===== src/rtl/regctl_pkg.sv =====
// Shared definitions for the register-file sequencer: opcodes, writeback
// source codes, instruction field positions, FSM and op-class encodings.
// Optional feature macro: REGCTL_MUL_EN (enables the MUL instruction path).
package regctl_pkg;

  localparam logic [3:0] OP_NOP  = 4'd0;
  localparam logic [3:0] OP_ALU  = 4'd1;
  localparam logic [3:0] OP_LI   = 4'd2;
  localparam logic [3:0] OP_LW   = 4'd3;
  localparam logic [3:0] OP_SW   = 4'd4;
  localparam logic [3:0] OP_MUL  = 4'd5;
  localparam logic [3:0] OP_MFHI = 4'd6;
  localparam logic [3:0] OP_MFLO = 4'd7;

  localparam logic [3:0] OUT_SEL_RAM   = 4'd0;
  localparam logic [3:0] OUT_SEL_ALU   = 4'd1;
  localparam logic [3:0] OUT_SEL_HI    = 4'd2;
  localparam logic [3:0] OUT_SEL_LO    = 4'd3;
  localparam logic [3:0] OUT_SEL_CONST = 4'd4;

  localparam int unsigned OPC_MSB = 15;
  localparam int unsigned OPC_LSB = 12;
  localparam int unsigned RD_MSB  = 11;
  localparam int unsigned RD_LSB  = 9;
  localparam int unsigned RS_MSB  = 8;
  localparam int unsigned RS_LSB  = 6;
  localparam int unsigned RT_MSB  = 5;
  localparam int unsigned RT_LSB  = 3;
  localparam int unsigned FN_MSB  = 2;
  localparam int unsigned FN_LSB  = 0;
  localparam int unsigned IMM_MSB = 8;
  localparam int unsigned IMM_LSB = 0;

  typedef enum logic [2:0] {
    ST_IDLE,
    ST_DECODE,
    ST_MEM_WAIT,
    ST_WB
`ifdef REGCTL_MUL_EN
    , ST_MUL_WAIT
`endif
  } state_e;

  typedef enum logic [2:0] {
    CLS_NOP,
    CLS_WB,
    CLS_LOAD,
    CLS_STORE,
    CLS_MUL,
    CLS_ILLEGAL
  } op_class_e;

  function automatic logic [15:0] sext9(input logic [8:0] imm);
    return {{7{imm[8]}}, imm};
  endfunction

endpackage


===== src/rtl/regfile_seq_ctrl_if.sv =====
// Instruction valid/ready handshake between the issuing core and the sequencer.
interface regfile_seq_ctrl_if;
  logic        instr_valid;
  logic        instr_ready;
  logic [15:0] instr;

  modport master (output instr_valid, output instr, input instr_ready);
  modport slave  (input instr_valid, input instr, output instr_ready);
endinterface


===== src/rtl/regctl_decode.sv =====
// Combinational instruction decoder: op class, register addresses, writeback
// source, sign-extended imm9 and illegal flag. With REGCTL_MUL_EN undefined
// opcode 5 decodes as illegal.
module regctl_decode
  import regctl_pkg::*;
(
  input  logic [15:0] instr,
  output op_class_e   op_class,
  output logic [2:0]  rs_loc,
  output logic [2:0]  rt_loc,
  output logic [2:0]  rd_loc,
  output logic [2:0]  alu_op,
  output logic [3:0]  out_sel,
  output logic [15:0] imm_sext,
  output logic        illegal
);

  logic [3:0] opcode;

  assign opcode   = instr[OPC_MSB:OPC_LSB];
  assign rd_loc   = instr[RD_MSB:RD_LSB];
  assign rs_loc   = instr[RS_MSB:RS_LSB];
  assign rt_loc   = instr[RT_MSB:RT_LSB];
  assign alu_op   = instr[FN_MSB:FN_LSB];
  assign imm_sext = sext9(instr[IMM_MSB:IMM_LSB]);
  assign illegal  = (op_class == CLS_ILLEGAL);

  // Opcode -> sequencing class and writeback source
  always_comb begin
    op_class = CLS_ILLEGAL;
    out_sel  = OUT_SEL_RAM;
    case (opcode)
      OP_NOP:  op_class = CLS_NOP;
      OP_ALU:  begin op_class = CLS_WB;   out_sel = OUT_SEL_ALU;   end
      OP_LI:   begin op_class = CLS_WB;   out_sel = OUT_SEL_CONST; end
      OP_LW:   begin op_class = CLS_LOAD; out_sel = OUT_SEL_RAM;   end
      OP_SW:   op_class = CLS_STORE;
`ifdef REGCTL_MUL_EN
      OP_MUL:  op_class = CLS_MUL;
`endif
      OP_MFHI: begin op_class = CLS_WB;   out_sel = OUT_SEL_HI;    end
      OP_MFLO: begin op_class = CLS_WB;   out_sel = OUT_SEL_LO;    end
      default: op_class = CLS_ILLEGAL;
    endcase
  end

endmodule


===== src/rtl/regfile_seq_ctrl.sv =====
// Multi-cycle sequencer for the 8x16 register file: accepts one instruction
// per handshake, waits on RAM / multiplier, issues one write per instruction.
// Optional feature macro: REGCTL_MUL_EN (MUL instruction and MUL_WAIT state).
module regfile_seq_ctrl
  import regctl_pkg::*;
#(
  parameter int unsigned MEM_TIMEOUT = 16,
  parameter int unsigned MUL_TIMEOUT = 32
) (
  input  logic                     clk,
  input  logic                     rst,
  regfile_seq_ctrl_if.slave        ibus,
  output logic [2:0]               rs_loc,
  output logic [2:0]               rt_loc,
  output logic [2:0]               rd_loc,
  output logic [3:0]               out_sel,
  output logic                     writesignal,
  output logic                     hilo_en,
  output logic [15:0]              constant_data,
  output logic [2:0]               alu_op,
  output logic                     mem_req,
  output logic                     mem_we,
  input  logic                     mem_ack,
  output logic                     mul_start,
  input  logic                     mul_done,
  output logic                     busy,
  output logic                     err
);

  localparam logic [7:0] MEM_LIMIT = 8'(MEM_TIMEOUT - 1);

  state_e      state_q, state_d;
  logic [15:0] instr_q, instr_d;
  logic [7:0]  cnt_q, cnt_d;
  logic        err_q, err_d;

  op_class_e   op_class;
  logic        dec_illegal;

  // Decode from the latched instruction so addresses hold until the next accept
  regctl_decode u_decode (
    .instr    (instr_q),
    .op_class (op_class),
    .rs_loc   (rs_loc),
    .rt_loc   (rt_loc),
    .rd_loc   (rd_loc),
    .alu_op   (alu_op),
    .out_sel  (out_sel),
    .imm_sext (constant_data),
    .illegal  (dec_illegal)
  );

`ifdef REGCTL_MUL_EN
  localparam logic [7:0] MUL_LIMIT = 8'(MUL_TIMEOUT - 1);
`else
  // mul_done and MUL_TIMEOUT have no consumer in this build
  logic unused_mul;
  assign unused_mul = mul_done | (MUL_TIMEOUT == 0);
`endif

  assign busy = (state_q != ST_IDLE);
  assign err  = err_q;

  // State, instruction latch, wait counter and sticky error
  always_ff @(posedge clk or posedge rst) begin
    if (rst) begin
      state_q <= ST_IDLE;
      instr_q <= '0;
      cnt_q   <= '0;
      err_q   <= 1'b0;
    end else begin
      state_q <= state_d;
      instr_q <= instr_d;
      cnt_q   <= cnt_d;
      err_q   <= err_d;
    end
  end

  // Next-state and strobe generation
  always_comb begin
    state_d          = state_q;
    instr_d          = instr_q;
    cnt_d            = cnt_q;
    err_d            = err_q;
    ibus.instr_ready = 1'b0;
    writesignal      = 1'b0;
    hilo_en          = 1'b0;
    mem_req          = 1'b0;
    mem_we           = 1'b0;
    mul_start        = 1'b0;
    case (state_q)
      ST_IDLE: begin
        ibus.instr_ready = 1'b1;
        if (ibus.instr_valid) begin
          instr_d = ibus.instr;
          state_d = ST_DECODE;
        end
      end
      ST_DECODE: begin
        if (dec_illegal) begin
          err_d   = 1'b1;
          state_d = ST_IDLE;
        end else begin
          case (op_class)
            CLS_WB:    state_d = ST_WB;
            CLS_LOAD,
            CLS_STORE: begin
              cnt_d   = '0;
              state_d = ST_MEM_WAIT;
            end
`ifdef REGCTL_MUL_EN
            CLS_MUL: begin
              cnt_d     = '0;
              mul_start = 1'b1;
              state_d   = ST_MUL_WAIT;
            end
`endif
            default:   state_d = ST_IDLE;
          endcase
        end
      end
      ST_MEM_WAIT: begin
        mem_req = 1'b1;
        mem_we  = (op_class == CLS_STORE);
        // Ack is checked before the limit so a same-cycle ack completes normally
        if (mem_ack) begin
          state_d = (op_class == CLS_LOAD) ? ST_WB : ST_IDLE;
        end else if (cnt_q == MEM_LIMIT) begin
          err_d   = 1'b1;
          state_d = ST_IDLE;
        end else begin
          cnt_d = cnt_q + 8'd1;
        end
      end
`ifdef REGCTL_MUL_EN
      ST_MUL_WAIT: begin
        if (mul_done) begin
          hilo_en = 1'b1;
          state_d = ST_IDLE;
        end else if (cnt_q == MUL_LIMIT) begin
          err_d   = 1'b1;
          state_d = ST_IDLE;
        end else begin
          cnt_d = cnt_q + 8'd1;
        end
      end
`endif
      ST_WB: begin
        writesignal = 1'b1;
        state_d     = ST_IDLE;
      end
      default: state_d = ST_IDLE;
    endcase
  end

endmodule


===== src/flat_wrapper.sv =====
// flat-port wrapper written by rule: the top's interface ports become plain ports
module regfile_seq_ctrl_flat import regctl_pkg::*;
#(
  parameter int unsigned MEM_TIMEOUT = 16,
  parameter int unsigned MUL_TIMEOUT = 32
)
  (clk, rst, rs_loc, rt_loc, rd_loc, out_sel, writesignal, hilo_en, constant_data, alu_op, mem_req, mem_we, mem_ack, mul_start, mul_done, busy, err, ibus_instr_valid, ibus_instr, ibus_instr_ready);
  regfile_seq_ctrl_if ibus_i ();
  input  logic clk;
  input  logic rst;
  output logic [2:0] rs_loc;
  output logic [2:0] rt_loc;
  output logic [2:0] rd_loc;
  output logic [3:0] out_sel;
  output logic writesignal;
  output logic hilo_en;
  output logic [15:0] constant_data;
  output logic [2:0] alu_op;
  output logic mem_req;
  output logic mem_we;
  input  logic mem_ack;
  output logic mul_start;
  input  logic mul_done;
  output logic busy;
  output logic err;
  input wire logic [$bits(ibus_i.instr_valid)-1:0] ibus_instr_valid;
  input wire logic [$bits(ibus_i.instr)-1:0] ibus_instr;
  output wire logic [$bits(ibus_i.instr_ready)-1:0] ibus_instr_ready;
  assign ibus_i.instr_valid = ibus_instr_valid;
  assign ibus_i.instr = ibus_instr;
  assign ibus_instr_ready = ibus_i.instr_ready;
  regfile_seq_ctrl #(.MEM_TIMEOUT(MEM_TIMEOUT), .MUL_TIMEOUT(MUL_TIMEOUT)) u_core (.clk(clk), .rst(rst), .ibus(ibus_i), .rs_loc(rs_loc), .rt_loc(rt_loc), .rd_loc(rd_loc), .out_sel(out_sel), .writesignal(writesignal), .hilo_en(hilo_en), .constant_data(constant_data), .alu_op(alu_op), .mem_req(mem_req), .mem_we(mem_we), .mem_ack(mem_ack), .mul_start(mul_start), .mul_done(mul_done), .busy(busy), .err(err));
endmodule

===== config.mk =====
export PLATFORM = sky130hd
export DESIGN_NAME = regfile_seq_ctrl_flat
export DESIGN_NICKNAME = d
export VERILOG_FILES = /design/src/rtl/regctl_pkg.sv /design/src/rtl/regfile_seq_ctrl_if.sv /design/src/rtl/regctl_decode.sv /design/src/rtl/regfile_seq_ctrl.sv /design/src/flat_wrapper.sv
export SDC_FILE = /design/constraint.sdc
export NUM_CORES = 1
export LEC_CHECK = 0
export ABC_AREA = 1
export ABC_CLOCK_PERIOD_IN_PS = 2700
export BUFFER_PORTS_ARGS = -buffer_cell sky130_fd_sc_hd__clkbuf_2
export CAP_MARGIN = 10
export CORE_ASPECT_RATIO = 0.75
export CORE_UTILIZATION = 53
export CTS_CLUSTER_SIZE = 20
export DETAILED_ROUTE_END_ITERATION = 12
export PLACE_DENSITY = 0.86
export SYNTH_ARGS = -nofsm -noshare
export SYNTH_HDL_FRONTEND = slang
export SYNTH_SLANG_ARGS = --single-unit

===== constraint.sdc =====
create_clock -name clk -period 2.7 [get_ports clk]
set_input_delay 0.54 -clock clk [delete_from_list [all_inputs] [get_ports clk]]
set_output_delay 0.54 -clock clk [all_outputs]
set_load 0.02 [all_outputs]

* Yosys cells after proc, flatten, opt, wreduce, memory -nomap -nowiden
Cells that the tools add are included.
Operators by class: $add $sub $neg 1, eq/ne operators 22, multiplexer cells 22, reductions and logical operators 10
Operator list (number):
- 8-bit two-way mux | 4
- 3-bit one-hot mux with 4 select lines | 2
- 8-bit one-hot mux with 2 select lines | 1
- 3-bit by 2-bit equality test with 1-bit output (second input constant) | 4
- 4-bit by 3-bit equality test with 1-bit output (second input constant) | 3
- 3-bit two-way mux | 4
- 3-bit one-hot mux with 3 select lines | 1
- 8-bit by 1-bit adder with 8-bit output (second input constant) | 1
- 4-bit by 2-bit equality test with 1-bit output (second input constant) | 2
- 8-bit by 4-bit equality test with 1-bit output (second input constant) | 1
- 2-bit inequality test (second input constant) | 4
- 1-bit two-way mux | 7
- 3-bit by 1-bit equality test with 1-bit output (second input constant) | 2
- 2-bit by 1-bit inequality test with 1-bit output (second input constant) | 3
- 5-bit AND reduction | 1
- 4-bit by 1-bit equality test with 1-bit output (second input constant) | 1
- 4-bit logical NOT | 1
- 2-bit one-hot mux with 2 select lines | 1
- 2-bit AND reduction | 2
- 4-bit AND reduction | 1
- 4-bit OR reduction | 1
- 3-bit equality test (second input constant) | 1
- 3-bit logical NOT | 1
- 3-bit by 2-bit inequality test with 1-bit output (second input constant) | 1
- other kinds (5) | 5
Word-level totals: register bits 28, input bits 21, output and inout bits 40, logic and storage cells 59

* Depth between registers and ports, before layout
depth in word-level cells 8, mapped depth 9, depth with buffers taken out 9

* Cells and area by module
From an unflattened synthesis, not the netlist that was laid out.
Unflattened totals: cells, all modules 200, area, all modules 1720.4 um^2
By module, submodules not included:
- regfile_seq_ctrl | instances 1, cells an instance 145, area an instance 1393.8 um^2, sequential area each 675.6 um^2
- regctl_decode | instances 1, cells an instance 55, area an instance 326.6 um^2, sequential area each 0.0 um^2

* Worst setup path before layout
OpenSTA, ideal clock, no wires.
path type register -> output, from register u_core.state_q[0], to output port mem_we, data arrival time 999 ps, data required time 2160 ps, slack 1161 ps, stages on the path, launching flop included 5, buffers on the path 1, cell sequence dfrtp_1 > inv_1 > nand2_1 > buf_6 > nor2_1
Between the ends: word-level cells in the longest chain between the ends 2
Ends and longest elaborated chain:
- start, declared | RTL line regfile_seq_ctrl.sv:32 | state_e state_q, state_d;
- start signal, assigned | RTL line regfile_seq_ctrl.sv:72 | state_q <= state_d;
- 3-bit by 2-bit equality test with 1-bit output | RTL line regfile_seq_ctrl.sv:91 | case (state_q)
- 1-bit two-way mux | RTL line regfile_seq_ctrl.sv:91
- end, declared | RTL line flat_wrapper.sv:20 | output logic mem_we;
Every way passes these cells.

* Final worst setup path
Ends and elaborated chain as after synthesis.

==> summary.md <==
The logs give 0 ns for the setup TNS after final layout and 0 for the total setup violations reported at the end of the flow. The post-route clock period utilization was 0.7610; the number of synthesized register bits was 27. The DRC violation count after routing was 0. Including well taps, the total number of placed cells is 267. Setup repair after global routing left no endpoint under its margin. The tools report the number of antenna diodes as 0.

Measured along the y axis, the die boundary spans 51.38 um. STA classifies the critical path endpoint as a primary output. The tightest min-delay check is of the primary input to asynchronous set/reset pin type.

Entering global routing, the biggest net connects 28 pins. Leaving out fill and tap cells, the most frequent cells in the layout are 56 x sky130_fd_sc_hd__clkbuf_2, 54 x sky130_fd_sc_hd__nand2_1, 27 x sky130_fd_sc_hd__dfrtp_1. The worst setup path is of the flip-flop to primary output kind. The vias per cell is 4.974.

Across the VDD grid, the largest voltage drop is 0.0006523 V. After clock tree synthesis, the clock-pin slew on the worst setup and hold paths is 0.10 ns. Critical path launch point type: a flip-flop. The post-synthesis cell area is 0.001723 sq mm.

Between clock sinks in the finished design, the worst skew comes to 0.001984 ns. The count of buffer and inverter cells on the critical path is 2. The flow ran to the end, and the final reports show no timing, DRC or antenna violations. The logs give 203 for the number of instances in the synthesized netlist and 0 for the number of gates resized after CTS. Via count of the first global-routing pass: 1251.

The initial standard-cell utilization of the core came out at 0.5704. The final critical-path required period is 2.055 ns. Initial antenna violation count: 0.

The area growth from synthesis to final layout works out to 7.916%. In this run the worst path has a maximum fanout of 11. The launch point of the critical path was u_core.state_q[0]$_DFFE_PP0P_. The tools report the maximum clock insertion buffer count as 2. The async set-or-reset flop fraction in the synthesized netlist is 1.000. The slew of the pin with the lowest slew margin is 0.5029 ns. TritonCTS built the clock tree.

In this design, the stage delay of the slowest critical-path cell is 0.44 ns. The core region is 0.003020 sq mm. Measured along the x axis, the die boundary spans 67.84 um.

Power spread over the standard cell area amounts to 1129 mW/mm^2. The run gives 70 as the number of design-rule violations left by the first detailed-router iteration. The tools report the worst relative slew slack as 0.6639. After legalization and detailed placement, the total HPWL measured 2.345 mm.

For the worst-skew pair, the clock arrives at the later sink with an insertion delay of 0.28 ns. The cell type group with the largest total delay on the critical path is simple AND/OR/NAND/NOR gates. Max-cap violations in this run came to 0. Once layout is complete, the cells apart from fillers number 271. Derived from the worst setup path, the maximum achievable clock frequency is 486.7 MHz. The Yosys step of the flow raised 0 warnings.

The average cell area after synthesis is 8.487 sq um, and the post-CTS repair timing setup buffer count is 0. In this run, synthesis inferred 0 flip-flops with an integrated enable. The run gives 0 as the final-report hold violation count.

For the final weighted congestion of routability-driven global placement, the log shows 0.8792. The signal on the critical path passes through inv_1 > nand2_1 > nor2_1 > clkbuf_2. Data on the critical path is required at its endpoint by 2.16 ns.

The tools report the static power due to leakage as 0.9931 nW. The commonest non-fill, non-tap cell in the layout is sky130_fd_sc_hd__clkbuf_2. The tools report the master cell of the clock root buffer as sky130_fd_sc_hd__clkbuf_8. The top cell type's share of synthesized area was 0.3922. Summing all non-filler instances in the final layout gives an area of 0.001859 sq mm.

For the H-tree depth, the log shows 1. Synthesis instantiated 28 different standard cells from the library. For the worst setup path, the data arrival time is 1.51 ns. The CTS buffer count was 3. Summed over all layers, the routed wires come to 3.137 mm. The first global-routing pass estimated 5.354 mm of wire. Fraction of final layout cells sized beyond drive strength 1: 0.3777. The biggest area contributor in the post-synthesis netlist is sky130_fd_sc_hd__dfrtp_1.

The total iterations of the first detailed-routing run was 4. The number of nets in the final layout is 256. Final-report max-slew violation count: 0.

The number of clock sinks seen by CTS is 27. The die covers 0.003485 sq mm. In this run the count of I/O pins placed on the die edge is 61. The fraction of the yosys area taken by sequential cells came out at 0.3922. The number of hold buffers added after cts came out at 0.

The remaining global-route overflow came out at 0. The count of nets left with antenna violations once routing finished came out at 0. The wire length per cell after detailed routing is 11.58 um, and the total design power is 0.002099 W. After floorplanning, the core was divided into 17 placement rows. The overall track demand over capacity in global routing was 0.2117.

The critical register-to-register path startpoint was u_core.state_q[0]$_DFFE_PP0P_. By area the synthesized netlist is led by sky130_fd_sc_hd__dfrtp_1 39%, sky130_fd_sc_hd__buf_4 14%, sky130_fd_sc_hd__nand2_1 12%. In this run the cell area measured after placement is 0.001810 sq mm. The total number of vias was 1348. For this run, the leading register cell type out of synthesis is sky130_fd_sc_hd__dfrtp_1. For this design, the slowest cell found on the critical path is sky130_fd_sc_hd__dfrtp_1.

The count of input and output buffers came out at 56.
## cell type report
class                           instances  area [sq um]
Fill cell                             283          1161
Timing Repair Buffer                   57         287.8
Tap cell                               38         47.55
Clock buffer                            3         41.29
Inverter                               19         76.32
Multi-Input combinational cell        126         723.2
Clock inverter                          1         7.507
Sequential cell                        27         675.6
## per-layer routing
metal  track usage  vias to the layer above  wire [um]
met2        0.3333                       62       1464
met3       0.04911                        8        186
met5             0                        -          0
met1        0.2756                      615       1406
met4       0.09375                        0         80
li1              -                      663          -
## cells in the mapped netlist (2+ instances only)
library cell / instances
sky130_fd_sc_hd__buf_4: 31
sky130_fd_sc_hd__a21oi_1: 5
sky130_fd_sc_hd__o21bai_1: 2
sky130_fd_sc_hd__mux2_4: 4
sky130_fd_sc_hd__inv_1: 17
sky130_fd_sc_hd__buf_6: 2
sky130_fd_sc_hd__nand2_1: 54
sky130_fd_sc_hd__nand2_2: 2
sky130_fd_sc_hd__nand3_1: 9
sky130_fd_sc_hd__nor2_4: 3
sky130_fd_sc_hd__mux2_2: 9
sky130_fd_sc_hd__nand3_2: 2
sky130_fd_sc_hd__dfrtp_1: 27
sky130_fd_sc_hd__nand4_1: 2
sky130_fd_sc_hd__nor2_1: 21
## report_power, final
part           switching, W  internal, W
clock              0.000135     0.000105
sequential         0.000132     0.000547
combinational      0.000763     0.000416
## metrics by stage
stage / hold WS, ns / setup slack, ns / utilization
floorplan: 0.4806 / 1.161 / -
finish: 0.2812 / 0.6454 / 0.6156
CTS: 0.2967 / 0.6582 / 0.6156
global placement: 0.4777 / 0.9790 / 0.5994
detailed placement: 0.4654 / 0.9810 / 0.5994
global route: 0.3064 / 0.5394 / 0.6156
## worst paths after layout
path	slack, ns	end	depth (start not counted)
setup / recovery	0.65	mem_we	4
hold / removal	0.28	u_core.cnt_q[6]$_DFFE_PP0P_	3
setup reg to reg	1.11	u_core.cnt_q[7]$_DFFE_PP0P_	9
hold reg to reg	0.50	u_core.err$_DFFE_PP0P_	1
max in group asynchronous	2.16	u_core.instr_q[4]$_DFFE_PP0P_	3
min in group clk	0.48	u_core.instr_q[7]$_DFFE_PP0P_	2
## registers in the layout, indices dropped and copies added (netlist names)
| register | count |
|---|---|
| u_core.state_q | 2 |
| u_core.err | 1 |
| u_core.instr_q | 16 |
| u_core.cnt_q | 8 |
## logic make-up after synthesis
group / Yosys count / synth area share
simple gates: 100 / 0.2803
buf+inv: 52 / 0.1924
flops: 27 / 0.3922
mux: 13 / 0.09368
compound gates: 8 / 0.02687
fa+ha+maj: 1 / 0.007261
other cells: 1 / 0.002177
xor+xnor: 1 / 0.005084
## tightest hold or removal path, stage by stage
cell	delay, ns
sky130_fd_sc_hd__clkbuf_2	0.08
sky130_fd_sc_hd__inv_1	0.04
sky130_fd_sc_hd__buf_4	0.32
Power figures use the tool's default switching activity.
